==> src/rtl/alu_exec_unit.sv <==
// alu_exec_unit
// -----------------------------------------------------------------------------
// Sequential execution unit that consumes the 4-bit ALU control word.
// Operands, opcode and shift amount are captured on the alu_e strobe.
// Most ops finish in one cycle. A shift or rotate by N > 0 steps its working
// register one bit per clock and finishes N clocks after the strobe.
// The result and flags are registered. A one-cycle done pulse reports each
// completion.
//
// Ports
//   clk, rst              : rising-edge clock, asynchronous active-high reset
//   alu_e                 : start strobe (honoured only in IDLE)
//   ALU_Cnt               : operation code
//   in_a, in_b            : operands A and B
//   shamt                 : shift amount (0..2**SHW-1)
//   result                : registered result, held until the next completion
//   flag_s/z/c/v          : sign / zero / carry / overflow flags
//   busy                  : high while a multi-cycle shift is in progress
//   done                  : one-cycle completion pulse
//   halt                  : sticky, set when HLT (1111) completes
// -----------------------------------------------------------------------------
module alu_exec_unit #(
    parameter int WIDTH = 16,
    parameter int SHW   = 4
) (
    input  logic             clk,
    input  logic             rst,
    input  logic             alu_e,
    input  logic [3:0]       ALU_Cnt,
    input  logic [WIDTH-1:0] in_a,
    input  logic [WIDTH-1:0] in_b,
    input  logic [SHW-1:0]   shamt,
    output logic [WIDTH-1:0] result,
    output logic             flag_s,
    output logic             flag_z,
    output logic             flag_c,
    output logic             flag_v,
    output logic             busy,
    output logic             done,
    output logic             halt
);

    localparam int MSB = WIDTH - 1;

    typedef enum logic [1:0] {
        S_IDLE  = 2'd0,
        S_SHIFT = 2'd1,
        S_DONE  = 2'd2
    } state_t;

    state_t           state_q, state_d;
    logic [1:0]       kind_q, kind_d;       // low opcode bits select the shift flavour
    logic [WIDTH-1:0] work_q, work_d;
    logic [SHW-1:0]   cnt_q, cnt_d;
    logic [WIDTH-1:0] result_q, result_d;
    logic             s_q, s_d, z_q, z_d, c_q, c_d, v_q, v_d;
    logic             halt_q, halt_d;

    // One bit of shift/rotate. Returns {bit shifted out, new value}.
    function automatic logic [WIDTH:0] shift_step(input logic [1:0] kind,
                                                  input logic [WIDTH-1:0] w);
        logic [WIDTH:0] r;
        case (kind)
            2'b00:   r = {w[MSB], w[MSB-1:0], 1'b0};   // SLL
            2'b01:   r = {w[MSB], w[MSB-1:0], w[MSB]}; // rotate left
            2'b10:   r = {w[0], 1'b0, w[MSB:1]};       // SRL
            default: r = {w[0], w[MSB], w[MSB:1]};     // SRA
        endcase
        return r;
    endfunction

    logic [WIDTH:0]   sum, diff, step;
    logic [WIDTH-1:0] res;
    logic             upd, c_new, v_new;
    logic             is_long_shift;

    assign sum           = {1'b0, in_a} + {1'b0, in_b};
    assign diff          = {1'b0, in_a} - {1'b0, in_b};   // MSB is the borrow
    assign step          = shift_step(kind_q, work_q);
    assign is_long_shift = (ALU_Cnt[3:2] == 2'b10) && (shamt != '0);

    // State register and datapath registers
    always_ff @(posedge clk or posedge rst) begin
        if (rst) begin
            state_q  <= S_IDLE;
            kind_q   <= '0;
            work_q   <= '0;
            cnt_q    <= '0;
            result_q <= '0;
            s_q      <= 1'b0;
            z_q      <= 1'b0;
            c_q      <= 1'b0;
            v_q      <= 1'b0;
            halt_q   <= 1'b0;
        end else begin
            state_q  <= state_d;
            kind_q   <= kind_d;
            work_q   <= work_d;
            cnt_q    <= cnt_d;
            result_q <= result_d;
            s_q      <= s_d;
            z_q      <= z_d;
            c_q      <= c_d;
            v_q      <= v_d;
            halt_q   <= halt_d;
        end
    end

    // Next-state logic
    always_comb begin
        state_d = state_q;
        case (state_q)
            S_IDLE:  if (alu_e) state_d = is_long_shift ? S_SHIFT : S_DONE;
            S_SHIFT: if (cnt_q == SHW'(1)) state_d = S_DONE;
            default: state_d = S_IDLE;
        endcase
    end

    // Datapath next values
    always_comb begin
        kind_d   = kind_q;
        work_d   = work_q;
        cnt_d    = cnt_q;
        result_d = result_q;
        s_d      = s_q;
        z_d      = z_q;
        c_d      = c_q;
        v_d      = v_q;
        halt_d   = halt_q;
        res      = in_a;
        upd      = 1'b0;
        c_new    = 1'b0;
        v_new    = 1'b0;

        case (state_q)
            S_IDLE: begin
                if (alu_e) begin
                    kind_d = ALU_Cnt[1:0];
                    if (is_long_shift) begin
                        work_d = in_a;
                        cnt_d  = shamt;
                    end else begin
                        case (ALU_Cnt)
                            4'b0000: begin
                                res   = sum[MSB:0];
                                upd   = 1'b1;
                                c_new = sum[WIDTH];
                                v_new = (in_a[MSB] == in_b[MSB]) && (sum[MSB] != in_a[MSB]);
                            end
                            4'b0001: begin
                                res   = diff[MSB:0];
                                upd   = 1'b1;
                                c_new = diff[WIDTH];
                                v_new = (in_a[MSB] != in_b[MSB]) && (diff[MSB] != in_a[MSB]);
                            end
                            4'b0010: begin res = in_a & in_b; upd = 1'b1; end
                            4'b0011: begin res = in_a | in_b; upd = 1'b1; end
                            4'b0100: begin res = in_a ^ in_b; upd = 1'b1; end
                            4'b0110: begin res = in_b;        upd = 1'b1; end
                            // Zero-length shift: pass A, carry cleared
                            4'b1000, 4'b1001,
                            4'b1010, 4'b1011: begin res = in_a; upd = 1'b1; end
                            4'b1100: res = in_b;
                            4'b1111: halt_d = 1'b1;
                            default: res = in_a;
                        endcase
                        result_d = res;
                        if (upd) begin
                            s_d = res[MSB];
                            z_d = (res == '0);
                            c_d = c_new;
                            v_d = v_new;
                        end
                    end
                end
            end
            S_SHIFT: begin
                work_d = step[MSB:0];
                cnt_d  = cnt_q - 1'b1;
                if (cnt_q == SHW'(1)) begin
                    // Last bit: commit; carry is the final bit moved out
                    result_d = step[MSB:0];
                    s_d      = step[MSB];
                    z_d      = (step[MSB:0] == '0);
                    c_d      = step[WIDTH];
                    v_d      = 1'b0;
                end
            end
            default: ;
        endcase
    end

    // Outputs
    always_comb begin
        busy   = (state_q == S_SHIFT);
        done   = (state_q == S_DONE);
        result = result_q;
        flag_s = s_q;
        flag_z = z_q;
        flag_c = c_q;
        flag_v = v_q;
        halt   = halt_q;
    end

endmodule

==> config.mk <==
export PLATFORM = sky130hd
export DESIGN_NAME = alu_exec_unit
export DESIGN_NICKNAME = d
export VERILOG_FILES = /design/src/rtl/alu_exec_unit.sv
export SDC_FILE = /design/constraint.sdc
export NUM_CORES = 1
export LEC_CHECK = 0
export ABC_AREA = 1
export CAP_MARGIN = 20
export CORE_ASPECT_RATIO = 1.25
export CORE_MARGIN = 8
export CORE_UTILIZATION = 55
export DETAILED_ROUTE_END_ITERATION = 10
export PLACE_DENSITY = 0.8
export SLEW_MARGIN = 10
export SYNTH_ARGS = -nofsm -noshare
export SYNTH_HDL_FRONTEND = slang
export SYNTH_SLANG_ARGS = --single-unit
==> constraint.sdc <==
create_clock -name clk -period 2.25 [get_ports clk]
set_input_delay 0.225 -clock clk [delete_from_list [all_inputs] [get_ports clk]]
set_output_delay 0.225 -clock clk [all_outputs]
set_load 0.02 [all_outputs]
== Word level (Yosys, flattened, before mapping) ==
Index checks and enable logic that the tools add are counted.
Word-level totals
  flip-flop bits (word level): 45
Operators by class
  mux-type cells: 45
  add/sub/neg operators: 3
  equal/unequal tests: 26
  reductions and logical operators: 18
  bitwise logic cells: 4
Operators with widths (count)
  $mux 16: 8
  $pmux 16 s6: 1
  $pmux 16 s2: 2
  $pmux 17 s3: 1
  $logic_not 16->1: 2
  $eq 4x4->1 const B: 6
  $mux 1: 20
  $add 16x16->17: 1
  $sub 16x16->17: 1
  $and 16x16->16: 1
  $or 16x16->16: 1
  $xor 16x16->16: 1
  $pmux 1 s2: 6
  $reduce_or 10->1: 1
  $eq 4x1->1 const B: 2
  $eq 4x2->1 const B: 2
  $eq 4x3->1 const B: 2
  $mux 4: 2
  $pmux 4 s2: 1
  $reduce_and 4->1: 2
  $eq 2x2->1 const B: 3
  $mux 2: 3
  $ne 2x2->1 const B: 3
  $reduce_and 5->1: 1
  15 further kinds: 23

== Longest topological paths before layout ==
Gate-level depths: netlist (run 1).
  word-level depth: 11
  mapped depth: 18

== Worst setup path before layout (run 1) ==
OpenSTA, ideal clock, no wires.
  kind: input to register
  start point: input in_a[0]
  end point: register z_q, in the netlist flag_z
  buffers on the path: 0
  slack: 0.322 ns
  library setup time: 0.077 ns
  cell stages on the path: 15
  data arrival time: 1.851 ns
  cell sequence: inv_1 > ha_1 > inv_1 > fa_1 > xor2_1 > nor2_1 > nor3_1 > nand2_1 > nor2_1 > nand2_1 > nor2_1 > nand3_1 > nor2_1 > nand3_1 > a21oi_1
Between the ends
  word-level cells in the longest chain between the ends: 10
  elaborated cells between the ends (all ways): 14
Ends and longest elaborated chain
  from (decl): RTL line 30  | input logic [WIDTH-1:0] in_a,
  $sub 16x16->17 (tied with other cells): RTL line 78  | assign diff = {1'b0, in_a} - {1'b0, in_b};
  $pmux 16 s6 *: RTL line 143  | case (ALU_Cnt)
  $mux 16 *: RTL line 139  | if (is_long_shift) begin
  $mux 16 *: RTL line 137  | if (alu_e) begin
  $mux 16 *: RTL line 135  | case (state_q)
  $logic_not 16->1 *: RTL line 170  | z_d = (res == '0);
  $mux 1 *: RTL line 168  | if (upd) begin
  $mux 1 *: RTL line 139
  $mux 1 *: RTL line 137
  $pmux 1 s2 *: RTL line 135
  to (signal assigned): RTL line 102  | z_q <= z_d;
  to (decl): RTL line 56  | logic s_q, s_d, z_q, z_d, c_q, c_d, v_q, v_d;
Mark *: on every way between the ends. The rest lies on a longest branch, timed or not. The select of a mux whose other input is x is not followed.
A chain may end at the register's enable or synchronous reset.

== Final worst setup path (run 1) ==
  start point: input in_a[2]
  end point: register z_q, in the netlist flag_z
Same word-level chain as after synthesis.

==> results of run 1 <==
[timing repair]
item / CTS / global route
setup buffers: 9 / 4
pin swaps: 32 / 46
gates resized for setup: 71 / 110
endpoints found under the hold margin: 0 / 0
cloned: 0 / 0
endpoints found under the setup margin: 12 / 15
[worst reg2reg max path: stages, from the launching register on]
cell and delay [ps]:
dfrtp_1 420, inv_1 80, nor2_2 270, inv_1 120, a21oi_1 160, nor2_1 50
o21ai_1 130, buf_4 160, inv_1 80, buf_4 170, nor2_1 140, a31oi_1 80
[stage by stage]
stage          setup slack [ps]  total power [mW]  std cells  utilization, %  setup TNS (ps)
6_report                   65.6              6.13       1204            85.9               0
4_1_cts                   -24.6              5.88       1200            81.9           -24.6
3_5_place_dp               -556              4.89       1183            77.2           -6040
2_1_floorplan               322              3.34        842               -               0
3_3_place_gp               -517              4.73       1183            77.2           -4850
5_1_grt                   -39.3              6.51       1204            85.9           -51.9
[registers in the layout, indices dropped and copies added, names as in the netlist]
signal	count
kind_q	2
halt	1
flag_v	1
flag_c	1
result	16
flag_s	1
state_q	2
cnt_q	4
work_q	16
flag_z	1
[routing by layer]
metal,vias to the layer above,GRT usage (%)
met1,3292,38.3
met2,500,57.1
li1,3249,-
met5,-,0
met3,143,6.44
met4,0,17.5
[cells in the mapped netlist, drive strengths merged, types with 2 or more instances]
cell type,number,share of area [%]
a211oi,2,0.29
o21bai,8,1.1
inv,119,8.6
nand3b,2,0.29
a21oi,31,3.0
buf,13,1.3
dfrtp,45,21
or2,2,0.24
o21ai,48,4.6
o311ai,14,2.3
o22ai,6,0.71
nand4,15,1.8
ha,53,13
clkbuf,17,1.2
o211ai,2,0.29
nor2,86,6.7
nand2,243,18
a22o,3,0.50
nand3,82,7.8
a21o,2,0.29
xor2,5,0.83
a221oi,4,0.67
a31oi,15,1.8
nor4,3,0.36
fa,2,0.76
nor3,11,1.0
[how the worst min path moves through the flow]
| stage | depth (start not counted) | slack [ps] | startpoint | end |
|---|---|---|---|---|
| finish | 3 | 410 | rst | work_q[12] |
| global route | 3 | 450 | rst | work_q[13] |
| CTS | 3 | 430 | rst | work_q[13] |
| detailed placement | 1 | 480 | halt | halt |
| global placement | 1 | 460 | halt | halt |
| floorplan | 2 | 380 | ALU_Cnt[3] | halt |
[placed cells by master, fill, tap and decap left out, drive strengths merged, types with 15 or more instances in the layout]
| cell type | n |
|---|---|
| a21oi | 31 |
| a31oi | 15 |
| buf | 193 |
| clkdlybuf4s50 | 39 |
| dfrtp | 45 |
| dlymetal6s2s | 15 |
| ha | 53 |
| inv | 118 |
| nand2 | 243 |
| nand3 | 82 |
| nand4 | 15 |
| nor2 | 86 |
| o21ai | 48 |
[final cells by class]
cell class | count | area (µm²)
multi-input combinational | 648 | 4050
fill | 550 | 1330
tap | 126 | 158
clock inverter | 1 | 30.0
inverter | 119 | 454
clock buffer | 7 | 143
timing repair buffer | 258 | 2160
sequential | 45 | 1130
[cell families (layout without fill, tap and decap cells)]
family,Yosys count,after routing,share of synthesized area [%]
and+or+nand+nor,446,446,36.5
buffers and inverters,149,385,11.2
AOI/OAI and AO/OA,141,141,16.5
adders and majority gates,55,55,13.4
DFF,45,45,21.4
xor gates and xnor gates,6,6,1.00
[power by group through the flow]
| stage | logic (mW) | registers (mW) | clock network [mW] |
|---|---|---|---|
| detailed placement | 3.43 | 1.46 | 0 |
| finish | 3.81 | 1.48 | 0.847 |
| global route | 4.11 | 1.51 | 0.891 |
| CTS | 3.57 | 1.46 | 0.851 |
| floorplan | 1.71 | 1.62 | 0 |
| global placement | 3.30 | 1.43 | 0 |
==> impl_metrics.ini, run 1 <==
[floorplan]
rows = 40
die_w_um = 103
io_pins = 66
die_area_mm2 = 0.0129
initial_core_util_pct = 55.5
core-area_mm2 = 0.00946
die_h_um = 125

[placement]
dpl-instance-area_mm2 = 0.00730
place.port_buffers = 65
hpwl_mm = 16.5
gp_congestion = 1.07

[timing]
fin_skew_ps = 8.14
slew_headroom_pct = 62.9
slew_viol_final = 0
fin_worst_hold_slack_ps = 407
hold_violations = 0
fin_crit_ps = 2180
fmax_ghz = 0.458
worst_pin_slew_ps = 556
setup-violations-final = 0
finalCritPeriodShare_pct = 97.1

[routing]
drc = 0
wl_met1_mm = 7.71
dr_wl_met2_mm = 10.8
postRouteAntennaNets = 0
vias = 7184
wl_per_cell_um = 18.3
vias_per_cell = 5.97
top_layer = met4
dr_wl_met3_mm = 2.15
drtPass1Iterations = 6
dr.first_iter.drc_count = 730
routed_wirelength_mm = 22.1

[clock_network]
clockRootBuffer = clkbuf_16
cts_max_path_buffers = 2
ctsHoldBuffers = 0
clock_latency_ps = 290
clk_pin_slew_worst_paths_ps = 60
htreeDepth = 2
cts_tree = yes
cts.sinks = 45
cts_made_buffers = 5

[pwr]
seqPwrFrac_pct = 24.1
ir_drop_uv = 435
pwr-share-comb_pct = 62.1
p_sw_mw = 2.81
p_clk_share_pct = 13.8
power.density_mw_per_mm2 = 754
internal_power_mw = 3.32
p_sw_share_pct = 45.8
power.leakage_nw = 4.15

[worst_setup_path]
cp.required_ps = 2460
crit_cells = 15
critPathBufInv = 3
crit_fanout = 4
reg2reg_to = result[0]
endpoint_kind = register
cp_slowest_cell = nand4_1
critPathArrivalTime_ps = 2390
startpoint = in_a[2]
r2r_slack_ps = 250
crit_type = in -> reg
critPathTopFamily = simple AND/OR/NAND/NOR gates
reg2reg_depth = 11
max_stage_delay_ps = 260
crit_path_cell_trace = dlygate4sd2_1, buf_4, ha_2, inv_1, nand2_1, nand3b_1, nand2_2, nand2_1, nand3_1, nand4_1, nor2_1, nand3_2, nor2_2, nand3_1, a21oi_1
critPathCapture = flag_z
r2r_start = state_q[0]
crit_path_start_kind = input port

[layout]
drive_gt1_share_pct = 32.9
num_antenna_cells = 0
finalInstanceArea_mm2 = 0.00813
syn2layout_area_growth_pct = 54.8
fin_nets = 1175

[synth]
synth-seq-cells = 45
yosysWarnings = 0
avgSynthCellArea_um2 = 6.24
postSynthCellCount = 842
synth.cell_area_mm2 = 0.00525
synth_fp_nets = 940
ys_seq_area_share_pct = 21.4
synthArstFlopShare_pct = 100
yosys.cell_types.count = 45
synth_edf_count = 0
synth_top_flop_cell = dfrtp_1

[global_route]
grt_util_all_layers_pct = 33.7
grt_pass1_wl_mm = 34.7
grt_overflow = 0
grt_max_degree = 46
grt_pass1_vias = 7099
antenna_found_initial = 0

[worst_hold_path]
min-delay-path-class = in -> async

[outcome]
status = complete, no violations

[job]
maxCapViolations = 0
Power figures use the tool's default switching activity.
==> run 2, diff against run 1 <==
- CORE_ASPECT_RATIO: 1.25 -> default
==> run 2 against run 1 <==
Compared with the run above: total power is 3.8% lower; clock power is 14% lower; via count is 1.4% lower; maximum frequency is 2.3% lower.
==> impl_metrics.ini, run 2 (synthesis gave the netlist of run 1 again) <==
[clock_network]
htreeDepth = 2
cts_tree = yes
clk_pin_slew_worst_paths_ps = 90
cts_max_path_buffers = 2
cts.sinks = 45
clockRootBuffer = clkbuf_8
ctsHoldBuffers = 0
cts_made_buffers = 5
clock_latency_ps = 320

[timing]
fin_skew_ps = 11.9
fin_worst_hold_slack_ps = 356
worst_pin_slew_ps = 564
finalCritPeriodShare_pct = 99.4
slew_headroom_pct = 62.4
hold_violations = 0
tns_ps = 0
slew_viol_final = 0
fin_crit_ps = 2240
fmax_ghz = 0.447
setup-violations-final = 0

[placement]
placedCellCount = 1175
place.port_buffers = 65
hpwl_mm = 16.1
gp_congestion = 0.999

[outcome]
status = complete, no violations

[layout]
fin_nets = 1161
fin_util_pct = 86.6
fin_cells = 1193
num_antenna_cells = 0
syn2layout_area_growth_pct = 52.4
final_cell_mix = nand2_1 (199), buf_4 (176), inv_1 (82)
layout_commonest_cell = nand2_1
drive_gt1_share_pct = 32.9

[worst_setup_path]
reg2reg_depth = 10
r2r_slack_ps = 240
critPathCapture = flag_z
cp_slowest_cell = clkdlybuf4s50_1
endpoint_kind = register
crit_path_cell_trace = clkdlybuf4s50_1, inv_1, nor2_4, nand2_2, nand2_4, inv_4, buf_4, nand3_1, nand2_1, inv_1, nand2_1, nor2_1, nand2_1, nor2_2, nand3_1, nor2_1, nand3_1, a21oi_1
crit_fanout = 5
r2r_start = state_q[0]
crit_path_start_kind = input port
max_stage_delay_ps = 540
cp.required_ps = 2490
critPathArrivalTime_ps = 2480
startpoint = ALU_Cnt[1]
reg2reg_to = flag_z
crit_type = in -> reg

[global_route]
grt_pass1_wl_mm = 32.4
grt_max_degree = 46
grt_pass1_vias = 6761
grt_util_all_layers_pct = 30.9
antenna_found_initial = 0
grt_overflow = 0

[floorplan]
die_w_um = 114
initial_core_util_pct = 56.8
core-area_mm2 = 0.00924
rows = 35
die_h_um = 114
die_area_mm2 = 0.0129
io_pins = 66

[routing]
dr.first_iter.drc_count = 676
postRouteAntennaNets = 0
drc = 0
drtPass1Iterations = 5
vias = 7087
wl_per_cell_um = 17.9
routed_wirelength_mm = 21.3
vias_per_cell = 5.94

[pwr]
power.leakage_nw = 4.11
power.density_mw_per_mm2 = 737
ir_drop_uv = 827
total_power_mw = 5.90

[job]
maxCapViolations = 0

[worst_hold_path]
min-delay-path-class = in -> async
## run 2: cell types whose count changed in the layout (fill, tap and decap cells not counted), sizes merged, moves of 2 or more
cell | previous run | this run
dlygate4sd2 | 10 | 1
dlymetal6s2s | 15 | 21
clkdlybuf4s50 | 39 | 41
buf | 193 | 179
## run 2: worst min path at each step
stage                      end  cells after the start
floorplan                 halt                      2
global placement          halt                      1
detailed placement   result[3]                      2
CTS                  result[5]                      3
global route        work_q[11]                      3
finish               result[5]                      3
## run 2: power breakdown
group | total [mW] | internal, mW | leakage [nW] | switching, mW
Combinational | 3.70 | 1.52 | 3.50 | 2.18
Clock | 0.730 | 0.441 | 0.0681 | 0.289
Sequential | 1.47 | 1.19 | 0.542 | 0.281
## run 2: routing by layer
metal / GRT usage (%) / share of wire (%) / up-vias
met2: 54.0 / 48 / 499
li1: - / - / 3204
met1: 36.4 / 37 / 3256
met5: 0 / 0 / -
met3: 3.65 / 9.3 / 128
met4: 15.8 / 5.5 / 0
## run 2: stage by stage
stage	worst slack (ps)	instance area (µm²)
floorplan	322	5250
global placement	-487	7230
detailed placement	-501	7230
CTS	-14.0	7520
global route	-77.7	8000
finish	13.4	8000
## run 2: timing repair
action | 4_1_cts | 5_1_grt
setup buffers | 2 | 8
gates resized for setup | 37 | 148
pin swaps | 8 | 46
setup endpoints to repair | 11 | 12
## run 2: cell type report
cell class                      count  area (µm²)
Multi-Input combinational cell    648        4060
Timing Repair Buffer              244        2060
Fill cell                         528        1240
Sequential cell                    45        1130
Inverter                          119         454
Tap cell                          129         161
Clock buffer                        5        68.8
Clock inverter                      3        65.1
## run 2: worst max-delay path: cells and delay by family
kind	cells	cell delay, ps
buffers and inverters	5	950
AOI/OAI and AO/OA	1	140
and+or+nand+nor	12	1170
